[config.mk]
export PLATFORM = sky130hd
export DESIGN_NAME = grom_wb_arb
export DESIGN_NICKNAME = d
export VERILOG_FILES = /design/src/rtl/mega99_wb_pkg.sv /design/src/rtl/wb_ack_watchdog.sv /design/src/rtl/grom_wb_arb.sv
export SDC_FILE = /design/constraint.sdc
export NUM_CORES = 1
export LEC_CHECK = 0
export CAP_MARGIN = 20
export CORE_ASPECT_RATIO = 1.25
export CORE_MARGIN = 2
export CORE_UTILIZATION = 35
export CTS_CLUSTER_SIZE = 8
export DETAILED_ROUTE_END_ITERATION = 10
export PLACE_DENSITY_LB_ADDON = 0.05
export SLEW_MARGIN = 20
export SYNTH_ARGS = -nofsm -noshare
export SYNTH_HDL_FRONTEND = slang
export SYNTH_SLANG_ARGS = --single-unit
[constraint.sdc]
create_clock -name clk -period 4.2 [get_ports clk]
set_clock_uncertainty 0.2 [all_clocks]
set_input_delay 0.42 -clock clk [delete_from_list [all_inputs] [get_ports clk]]
set_output_delay 0.42 -clock clk [all_outputs]
set_load 0.01 [all_outputs]
[src/rtl/mega99_wb_pkg.sv]
// Shared Wishbone widths and grant encodings.
// Grant vectors are [0:1]: bit 0 = master 0.
package mega99_wb_pkg;
  localparam int WB_ADR_W = 16;
  localparam int WB_DAT_W = 8;

  typedef logic [0:1] gnt_t;

  localparam gnt_t GNT_NONE = 2'b00;
  localparam gnt_t GNT_M0   = 2'b10;
  localparam gnt_t GNT_M1   = 2'b01;

  typedef enum logic [0:1] {
    IDLE = 2'b00,
    G0   = 2'b10,
    G1   = 2'b01
  } arb_state_t;
endpackage

[src/rtl/wb_ack_watchdog.sv]
// Per-strobe ack watchdog: errors out a strobe
// that waits TIMEOUT cycles without an ack.
module wb_ack_watchdog #(
  parameter int unsigned TIMEOUT = 15
) (
  input  logic clk,
  input  logic rst_n,
  input  logic stb,
  input  logic ack,
  input  logic clr,
  output logic err,
  output logic slv_stb
);
  localparam logic [7:0] LIMIT = 8'(TIMEOUT - 1);

  logic [7:0] wd;
  logic [7:0] wd_nxt;

  assign err     = stb & ~ack & (wd == LIMIT);
  assign slv_stb = stb & ~err;

  always_comb begin
    wd_nxt = wd + 8'd1;
    if (clr || !stb || ack || err)
      wd_nxt = '0;
  end

  always_ff @(posedge clk or negedge rst_n) begin
    if (!rst_n) wd <= '0;
    else        wd <= wd_nxt;
  end
endmodule

[src/rtl/grom_wb_arb.sv]
// Round-robin two-master Wishbone arbiter for
// the GROM image port, with an ack watchdog.
module grom_wb_arb
  import mega99_wb_pkg::*;
#(
  parameter int unsigned TIMEOUT = 15
) (
  input  logic                clk,
  input  logic                rst_n,
  input  logic [0:WB_ADR_W-1] m0_adr_i,
  input  logic [0:WB_DAT_W-1] m0_dat_i,
  input  logic                m0_we_i,
  input  logic [0:0]          m0_sel_i,
  input  logic                m0_stb_i,
  input  logic                m0_cyc_i,
  output logic [0:WB_DAT_W-1] m0_dat_o,
  output logic                m0_ack_o,
  output logic                m0_err_o,
  input  logic [0:WB_ADR_W-1] m1_adr_i,
  input  logic [0:WB_DAT_W-1] m1_dat_i,
  input  logic                m1_we_i,
  input  logic [0:0]          m1_sel_i,
  input  logic                m1_stb_i,
  input  logic                m1_cyc_i,
  output logic [0:WB_DAT_W-1] m1_dat_o,
  output logic                m1_ack_o,
  output logic                m1_err_o,
  output logic [0:WB_ADR_W-1] s_adr_o,
  output logic [0:WB_DAT_W-1] s_dat_o,
  output logic                s_we_o,
  output logic [0:0]          s_sel_o,
  output logic                s_stb_o,
  output logic                s_cyc_o,
  input  logic [0:WB_DAT_W-1] s_dat_i,
  input  logic                s_ack_i,
  output logic [0:1]          grant_o
);
  arb_state_t state;
  arb_state_t state_nxt;
  logic       last;
  logic       last_nxt;
  logic       g0;
  logic       g1;
  logic       stb;
  logic       err;

  assign g0 = (state == G0);
  assign g1 = (state == G1);
  assign grant_o = gnt_t'(state);

  // last = 1 means m1 was served last, so m0 wins a tie
  always_comb begin
    state_nxt = state;
    last_nxt  = last;
    unique case (state)
      IDLE: begin
        if (m0_cyc_i && m1_cyc_i)
          state_nxt = last ? G0 : G1;
        else if (m0_cyc_i)
          state_nxt = G0;
        else if (m1_cyc_i)
          state_nxt = G1;
      end
      G0: begin
        if (!m0_cyc_i) begin
          state_nxt = m1_cyc_i ? G1 : IDLE;
          last_nxt  = 1'b0;
        end
      end
      G1: begin
        if (!m1_cyc_i) begin
          state_nxt = m0_cyc_i ? G0 : IDLE;
          last_nxt  = 1'b1;
        end
      end
      default: state_nxt = IDLE;
    endcase
  end

  always_ff @(posedge clk or negedge rst_n) begin
    if (!rst_n) begin
      state <= IDLE;
      last  <= 1'b1;
    end else begin
      state <= state_nxt;
      last  <= last_nxt;
    end
  end

  always_comb begin
    s_adr_o = '0;
    s_dat_o = '0;
    s_we_o  = 1'b0;
    s_sel_o = '0;
    s_cyc_o = 1'b0;
    stb     = 1'b0;
    unique case (1'b1)
      g0: begin
        s_adr_o = m0_adr_i;
        s_dat_o = m0_dat_i;
        s_we_o  = m0_we_i;
        s_sel_o = m0_sel_i;
        s_cyc_o = m0_cyc_i;
        stb     = m0_stb_i;
      end
      g1: begin
        s_adr_o = m1_adr_i;
        s_dat_o = m1_dat_i;
        s_we_o  = m1_we_i;
        s_sel_o = m1_sel_i;
        s_cyc_o = m1_cyc_i;
        stb     = m1_stb_i;
      end
      default: ;
    endcase
  end

  wb_ack_watchdog #(
    .TIMEOUT(TIMEOUT)
  ) u_wd (
    .clk    (clk),
    .rst_n  (rst_n),
    .stb    (stb),
    .ack    (s_ack_i),
    .clr    (state_nxt != state),
    .err    (err),
    .slv_stb(s_stb_o)
  );

  assign m0_dat_o = s_dat_i;
  assign m1_dat_o = s_dat_i;
  assign m0_ack_o = s_ack_i & g0;
  assign m1_ack_o = s_ack_i & g1;
  assign m0_err_o = err & g0;
  assign m1_err_o = err & g1;
endmodule

Word-level counts from Yosys, hierarchy flattened. Index checks and enable logic that the tools add are counted.

Register bits after elaboration: 11. Input port bits: 67. Output and inout bits: 50. Logic and storage cells: 46.

Add/sub/neg operators: 1. Equal/unequal tests: 6. Multiplexer cells: 19. Bitwise gates (word level): 9. Reduce and logical (&&, ||, !) cells: 8.

Operators with widths (number): one-hot mux 16 bit (2 select lines) (1); one-hot mux 8 bit (2 select lines) (1); 2-to-1 mux 2 bit (7); one-hot mux 1 bit (2 select lines) (5); adder 8 x 1 -> 8 bit, second input constant (1); equality test 8 x 4 -> 1 bit, second input constant (1); 2-to-1 mux 8 bit (1); bitwise AND 1 bit (7); one-hot mux 2 bit (3 select lines) (1); inequality test 2 bit, second input constant (2); logical OR 1 bit (3); 2-to-1 mux 1 bit (3); AND reduction 3 bit (1); equality test 2 x 1 -> 1 bit, second input constant (1); equality test 2 bit, second input constant (1); zero test 2 bit (1); inequality test 2 bit (1); NOT 1 bit (2); nonzero test 2 bit (1); logical AND 1 bit (1); zero test 1 bit (1).

Depth between registers and ports, before layout. Gate-level depths: netlist of run 1.

Depth in word-level cells: 9. Mapped depth: 8. Mapped depth without buffers: 6.

By module. From an unflattened synthesis of run 1, not the netlist that was laid out.

Cell total of the unflattened synthesis: 173. Area total of the unflattened synthesis: 1350.0 um2.

Modules (own cells, without submodules): grom_wb_arb (times used 1, cells an instance 131, area each 923.4 um2); wb_ack_watchdog (times used 1, cells an instance 42, area each 426.7 um2).

Least setup slack after synthesis of run 1. Ideal clock, no wire load.

Kind: reg-to-output. Start: register state[1], in the netlist grant_o[0]. End: output m0_err_o. Data arrival time: 1.593 ns. Data required time: 3.580 ns. Slack: 1.987 ns. Cell stages (with the launch flop): 7. Buffers on the path: 1. Cell sequence: dfrtp_1 > inv_1 > ha_1 > clkbuf_1 > nand2_1 > nor3_1 > and2_1.

Cells in the longest elaborated chain, start to end: 5. Elaborated cells between the ends (all ways): 6. Those cells by class: 2 x eq/ne; 1 x mux; 3 x bitwise.

Ends and longest elaborated chain: start, declared (RTL line grom_wb_arb.sv:38) `arb_state_t state;`; start signal, assigned (RTL line grom_wb_arb.sv:85) `state <= state_nxt;`; equality test 2 x 1 -> 1 bit or equality test 2 bit (tied branches) (RTL line grom_wb_arb.sv:48, grom_wb_arb.sv:47); one-hot mux 1 bit (2 select lines) (RTL line grom_wb_arb.sv:97) `unique case (1'b1)`; bitwise AND 1 bit (2 in a row) (RTL line wb_ack_watchdog.sv:19) `assign err = stb & ~ack & (wd == LIMIT);`; bitwise AND 1 bit (*) (RTL line grom_wb_arb.sv:134) `assign m0_err_o = err & g0;`; end, declared (RTL line grom_wb_arb.sv:18) `output logic m0_err_o,`.

Mark *: on every way between the ends. The rest lies on a longest branch, timed or not.

Final worst setup path of run 1.
Start: register state[1], in the netlist grant_o[0]. End: output m1_err_o.

Cells in the longest elaborated chain, start to end: 5. Elaborated cells between the ends (all ways): 6. Those cells by class: 2 x eq/ne; 1 x mux; 3 x bitwise.

Ends and longest elaborated chain: equality test 2 x 1 -> 1 bit or equality test 2 bit (tied branches) (RTL line grom_wb_arb.sv:48, grom_wb_arb.sv:47); one-hot mux 1 bit (2 select lines) (RTL line grom_wb_arb.sv:97); bitwise AND 1 bit (2 in a row) (RTL line wb_ack_watchdog.sv:19); bitwise AND 1 bit (*) (RTL line grom_wb_arb.sv:135) `assign m1_err_o = err & g1;`; end, declared (RTL line grom_wb_arb.sv:27) `output logic m1_err_o,`.

Marks and branches as above.

==> summary.txt, run 1 <==
Status -> finished, final reports clean
Total wire length -> 4.591 mm
Fin. Hold Viols -> 0
Hold Slack -> 0.3101 ns
Htree depth -> 1
Ys async rst share -> 1.000
Post-synthesis sequential area ratio -> 0.2050
Reg2Reg Setup Slack -> 1.44 ns
Most frequent cells in the layout -> 92 x clkdlybuf4s50_1, 30 x nor2b_1, 27 x a22oi_1, 10 x dfrtp_1, 8 x nor4_1
Cell variety after synth -> 38
GRT Total Usage -> 0.1905
Max IR drop VDD -> 0.0004544 V
Clk buf depth -> 2
Clk slew on worst S/H paths -> 0.05 ns
WL/cell -> 16.57 um
TritonCTS Buffers -> 3
Worst Hold Class -> primary input to async pin
Static Leakage -> 0.8015 nW
Storage cell area -> 276.5 um^2
Placer Congestion -> 0.7134
CP max FO -> 28
Antenna violations before repair -> 0
DR pass1 iterations -> 4
Die X -> 59.53 um
Pin count of the biggest net entering global routing -> 36
Final setup violating endpoints -> 0
CP required -> 3.58 ns
Setup bufs post-CTS -> 0
Fillers -> 359
Synthesized area per cell -> 8.029 um^2
EDFF count, synth -> 0
Placed instance count -> 273
Area of the multi-input gates -> 885.9 um^2
Post-Synthesis Cells -> 168
PD cells -> 495.3 mW/mm^2
Ys Warns -> 0
Die height -> 73.41 um
Area Overhead vs Synth -> 63.54%
Iteration-0 DRC count of the detailed router -> 86
Tmin final -> 3.430 ns
Vias per Instance -> 5.422
CP Launch Type -> flop
Critical Path Sink Type -> output port
Total gr overflow -> 0
Die ar. -> 0.004369 mm^2
First-pass GRT wire length -> 6.548 mm
Setup TNS -> 0 ns
Initial Util -> 0.3593
CTS Sinks -> 11
Rows -> 25
#FFs+latches synth -> 11
CP arrival -> 2.81 ns
Top Ports -> 117
Final non-filler cell total -> 277
Number of max-cap violations -> 0
CTS tree -> yes
Clk_lat worst skew -> 0.24 ns
Unrepaired setup endpoints after global routing -> false
Final-report max-slew violation count -> 0
Post-layout nets -> 311
Fmax -> 0.2915 GHz
Critical path type -> flop to output port
Post-CTS Hold Buffers -> 0
Worst-Margin Slew -> 0.6955 ns
Layout cells sized above 1 -> 0.04641
Top FF cell, synth -> dfrtp_1
Dpl hpwl -> 3.564 mm
DRC violations left -> 0
Post_cts resized -> 0
Mapped cell area -> 0.001349 mm^2
Buffers on Ports -> 92
Final ANT Viol Nets -> 0
ANT cells -> 0
Worst slew margin -> 0.5363
Number of global-route vias before repair -> 1396
Via count -> 1502
Most common cell after layout, fill and taps aside -> clkdlybuf4s50_1
Final period util -> 0.8167
Root buffer cell -> clkbuf_8
Core footprint -> 0.003754 mm^2
Syn Nets -> 241
Total Power -> 0.001093 W
==> through the flow <==
stage,utilization,instance area (um^2),setup WS (ns)
global placement,0.5753,2160,1.164
detailed placement,0.5753,2160,1.034
finish,0.5877,2206,0.7699
floorplan,-,1349,1.987
global route,0.5877,2206,0.5045
CTS,0.5877,2206,0.7720
==> layout make-up <==
| cell class | count | area share |
|---|---|---|
| clock buffer | 3 | 0.01872 |
| multi-input combinational | 125 | 0.4016 |
| timing repair buffer | 94 | 0.4243 |
| inverter | 3 | 0.005105 |
| sequential | 11 | 0.1254 |
| clock inverter | 1 | 0.002269 |
| tap | 40 | 0.02269 |
==> cells by family after synthesis <==
family | synth area share
buf+inv | 0.1382
xor+xnor | 0.03896
flops | 0.2050
fa+ha+maj | 0.05566
compound gates | 0.2477
mux | 0.008348
simple gates | 0.3061
==> cell usage after synthesis (all sizes together), types with 2 or more instances <==
cell | n | area, um^2
nor2b | 30 | 187.7
a22oi | 27 | 202.7
buf | 23 | 152.6
dfrtp | 10 | 250.2
nor4 | 8 | 50.05
nand2 | 7 | 26.28
clkbuf | 6 | 22.52
ha | 6 | 75.07
and2 | 5 | 31.28
nor2 | 5 | 18.77
xor2 | 5 | 43.79
a21oi | 4 | 20.02
inv | 3 | 11.26
nand3 | 3 | 15.01
and3 | 2 | 12.51
nand2b | 2 | 12.51
nand4 | 2 | 12.51
nor3 | 2 | 10.01
==> critical path, stage by stage (launching register included) <==
cell,delay [ns]
dfrtp_1,0.50
inv_1,0.11
ha_1,0.72
nand2_1,0.20
nor3_1,0.33
and2_1,0.17
clkdlybuf4s50_1,0.53
==> state kept, by name, summed over array words and instances (netlist names) <==
signal,flops
grant_o,2
last,1
u_wd.wd,8
==> final timing paths <==
| kind | startpoint | endpoint | cells past startpoint |
|---|---|---|---|
| min | rst_n | grant_o[0]$_DFF_PN0_ | 1 |
| max | grant_o[0]$_DFF_PN0_ | m1_err_o | 6 |
| max reg2reg | grant_o[0]$_DFF_PN0_ | u_wd.wd[3]$_DFF_PN0_ | 5 |
| max in group asynchronous | rst_n | last$_DFFE_PN1P_ | 1 |
| min reg2reg | last$_DFFE_PN1P_ | last$_DFFE_PN1P_ | 2 |
| min in group clk | last$_DFFE_PN1P_ | last$_DFFE_PN1P_ | 2 |
==> where the power goes <==
group          leakage [nW]  switching, W  internal [W]
Combinational         0.628      0.000398      0.000437
Clock                0.0255     0.0000393     0.0000651
Sequential            0.148     0.0000284      0.000124
Total                 0.802      0.000466      0.000627
==> layer usage <==
| layer | up-vias | track usage | wire, um | share of wire |
|---|---|---|---|---|
| met5 | - | 0 | 0 | 0 |
| met3 | 2 | 0.02641 | 336 | 0.073 |
| met4 | 0 | 0.04444 | 21 | 0.0046 |
| met1 | 700 | 0.2254 | 1846 | 0.40 |
| li1 | 731 | - | - | - |
| met2 | 69 | 0.3553 | 2386 | 0.52 |
Power figures use the tool's default switching activity.
==> inputs of run 2 (changes only) <==
--- a/config.mk
+++ b/config.mk
@@ -8,7 +8,7 @@
 export CAP_MARGIN = 20
 export CORE_ASPECT_RATIO = 1.25
 export CORE_MARGIN = 2
-export CORE_UTILIZATION = 35
+export CORE_UTILIZATION = 29
 export CTS_CLUSTER_SIZE = 8
 export DETAILED_ROUTE_END_ITERATION = 10
 export PLACE_DENSITY_LB_ADDON = 0.05
==> constraint.sdc (replaced) <==
create_clock -name clk -period 2.8 [get_ports clk]
set_clock_uncertainty 0.2 [all_clocks]
set_input_delay 0.28 -clock clk [delete_from_list [all_inputs] [get_ports clk]]
set_output_delay 0.28 -clock clk [all_outputs]
set_load 0.01 [all_outputs]
==> summary.txt, run 2 (synthesized netlist as in run 1, its figures left out) <==
Total wire length -> 4.726 mm (was 4.591 mm)
Die ar. -> 0.005216 mm^2 (was 0.004369 mm^2)
Die height -> 80.25 um (was 73.41 um)
Status -> finished, final reports clean (unchanged)
Switching part of the total -> 0.4231 (was 0.4264)
Worst-Margin Slew -> 0.6000 ns (was 0.6955 ns)
Number of global-route vias before repair -> 1498 (was 1396)
Die X -> 65 um (was 59.53 um)
Internal -> 0.0009717 W (was 0.0006266 W)
Flop pwr share -> 0.131 (was 0.140)
Worst Hold Class -> primary input to async pin (unchanged)
Critical path type -> flop to output port (unchanged)
Post-CTS Hold Buffers -> 0 (unchanged)
Area Overhead vs Synth -> 68.00% (was 63.54%)
R2r worst-path depth -> 7 (was 5)
Clk pwr share -> 0.093 (was 0.096)
Most common cell after layout, fill and taps aside -> clkdlybuf4s50_1 (unchanged)
GRT Total Usage -> 0.1750 (was 0.1905)
WL/cell -> 15.86 um (was 16.57 um)
Worst R2R Start -> grant_o[1]$_DFF_PN0_ (was grant_o[0]$_DFF_PN0_)
CP arrival -> 2.12 ns (was 2.81 ns)
DRC violations left -> 0 (unchanged)
CTS tree -> yes (unchanged)
Static Leakage -> 0.8215 nW (was 0.8015 nW)
CP max FO -> 34 (was 28)
CP required -> 2.32 ns (was 3.58 ns)
First-pass GRT wire length -> 7.314 mm (was 6.548 mm)
Most frequent cells in the layout -> 92 x clkdlybuf4s50_1, 30 x nor2b_1, 27 x a22oi_1, 9 x dfrtp_1, 8 x nor4_1 (was 92 x clkdlybuf4s50_1, 30 x nor2b_1, 27 x a22oi_1, 10 x dfrtp_1, 8 x nor4_1)
Dpl hpwl -> 3.643 mm (was 3.564 mm)
Reg with most FFs -> u_wd.wd (unchanged)
Vias per Instance -> 5.151 (was 5.422)
Pin count of the biggest net entering global routing -> 36 (unchanged)
Final period util -> 0.9270
Final ANT Viol Nets -> 0 (unchanged)
Post-layout nets -> 314 (was 311)
ANT cells -> 0 (unchanged)
Clk buf depth -> 2 (unchanged)
Max IR drop VDD -> 0.0004212 V (was 0.0004544 V)
Via count -> 1535 (was 1502)
Core footprint -> 0.004425 mm^2 (was 0.003754 mm^2)
Max reg flops -> 8 (unchanged)
Post_cts resized -> 0 (unchanged)
Reg-to-reg endpoint -> u_wd.wd[2]$_DFF_PN0_ (was u_wd.wd[3]$_DFF_PN0_)
Buffers on Ports -> 92 (unchanged)
DR pass1 iterations -> 4 (unchanged)
Clk_lat worst skew -> 0.24 ns (about the same)
Tmin final -> 2.596 ns
Clk slew on worst S/H paths -> 0.05 ns (about the same)
Psw -> 0.0007126 W (was 0.0004659 W)
Reg2Reg Setup Slack -> 0.41 ns (was 1.44 ns)
Comb power frac -> 0.776 (was 0.765)
Top Ports -> 117 (unchanged)
PD cells -> 743.3 mW/mm^2 (was 495.3 mW/mm^2)
Fin. Hold Viols -> 0 (unchanged)
Total gr overflow -> 0 (unchanged)
Rows -> 27 (was 25)
Number of max-cap violations -> 0 (unchanged)
Fmax -> 0.3853 GHz
Placer Congestion -> 0.8153 (was 0.7134)
CP Launch Type -> flop (unchanged)
Critical Path Sink Type -> output port (unchanged)
Unrepaired setup endpoints after global routing -> false (unchanged)
Setup TNS -> 0 ns (unchanged)
Worst slew margin -> 0.6000 (was 0.5363)
Initial Util -> 0.3048 (was 0.3593)
Iteration-0 DRC count of the detailed router -> 67 (was 86)
Final-report max-slew violation count -> 0 (unchanged)
Layout cells sized above 1 -> 0.06250 (was 0.04641)
Setup bufs post-CTS -> 0 (unchanged)
Hold Slack -> 0.1792 ns (was 0.3101 ns)
CTS Sinks -> 11 (unchanged)
Htree depth -> 1 (unchanged)
Antenna violations before repair -> 0 (unchanged)
TritonCTS Buffers -> 3 (unchanged)
Final setup violating endpoints -> 0 (unchanged)
Root buffer cell -> clkbuf_8 (unchanged)
run 2: cell types whose count changed in the layout (fill, tap and decap cells not counted), sizes merged:
| cell | delta |
|---|---|
| clkbuf | +1 |
| clkinv | -1 |
| buf | +3 |
run 2: worst max-delay path: stages, from the launching register on:
cell,delay [ns]
dfrtp_1,0.40
inv_1,0.09
ha_1,0.17
buf_4,0.35
a22oi_1,0.16
nor2b_1,0.14
clkdlybuf4s50_1,0.56
run 2: worst max path at each step:
| stage | slack (ns) | endpoint | from |
|---|---|---|---|
| after floorplan | 0.73 | m0_err_o | grant_o[0]$_DFF_PN0_ |
| after global placement | 0.36 | m0_err_o | m1_stb_i |
| after detailed placement | 0.32 | m0_err_o | grant_o[1]$_DFF_PN0_ |
| after CTS | 0.06 | m0_err_o | grant_o[1]$_DFF_PN0_ |
| after global routing | 0.05 | m0_err_o | grant_o[1]$_DFF_PN0_ |
| final | 0.20 | s_adr_o[11] | grant_o[0]$_DFF_PN0_ |
run 2: layout make-up:
cell class                 count  area (um^2)
tap                           58        72.57
inverter                       3        11.26
clock buffer                   4        45.04
sequential                    11        277.8
fill                         415         2160
multi-input combinational    125        897.1
timing repair buffer          97        962.2
run 2: power groups by stage:
stage | combinational (W) | clock (W) | sequential, W
2_1_floorplan | 0.000754 | 0 | 0.000226
3_3_place_gp | 0.00129 | 0 | 0.000218
3_5_place_dp | 0.00131 | 0 | 0.000221
4_1_cts | 0.00131 | 0.000166 | 0.000218
5_1_grt | 0.00143 | 0.000173 | 0.000225
6_report | 0.00131 | 0.000157 | 0.000220
run 2: routing by layer:
metal  vias up  wire length, um  global-route usage
li1        733                -                   -
met1       720             1832              0.1956
met2        78             2471              0.3165
met3         4              381             0.04482
met4         0               40             0.06170
met5         -                0                   0
run 2: through the flow:
step	cell area, um^2	cells	total power (W)	utilization	setup slack [ns]
2_1_floorplan	1349	168	0.0009801	-	0.7271
3_3_place_gp	2205	294	0.001503	0.4982	0.3611
3_5_place_dp	2205	294	0.001531	0.4982	0.3196
4_1_cts	2250	298	0.001697	0.5083	0.06025
5_1_grt	2266	298	0.001831	0.5120	0.05039
6_report	2266	298	0.001684	0.5120	0.2045
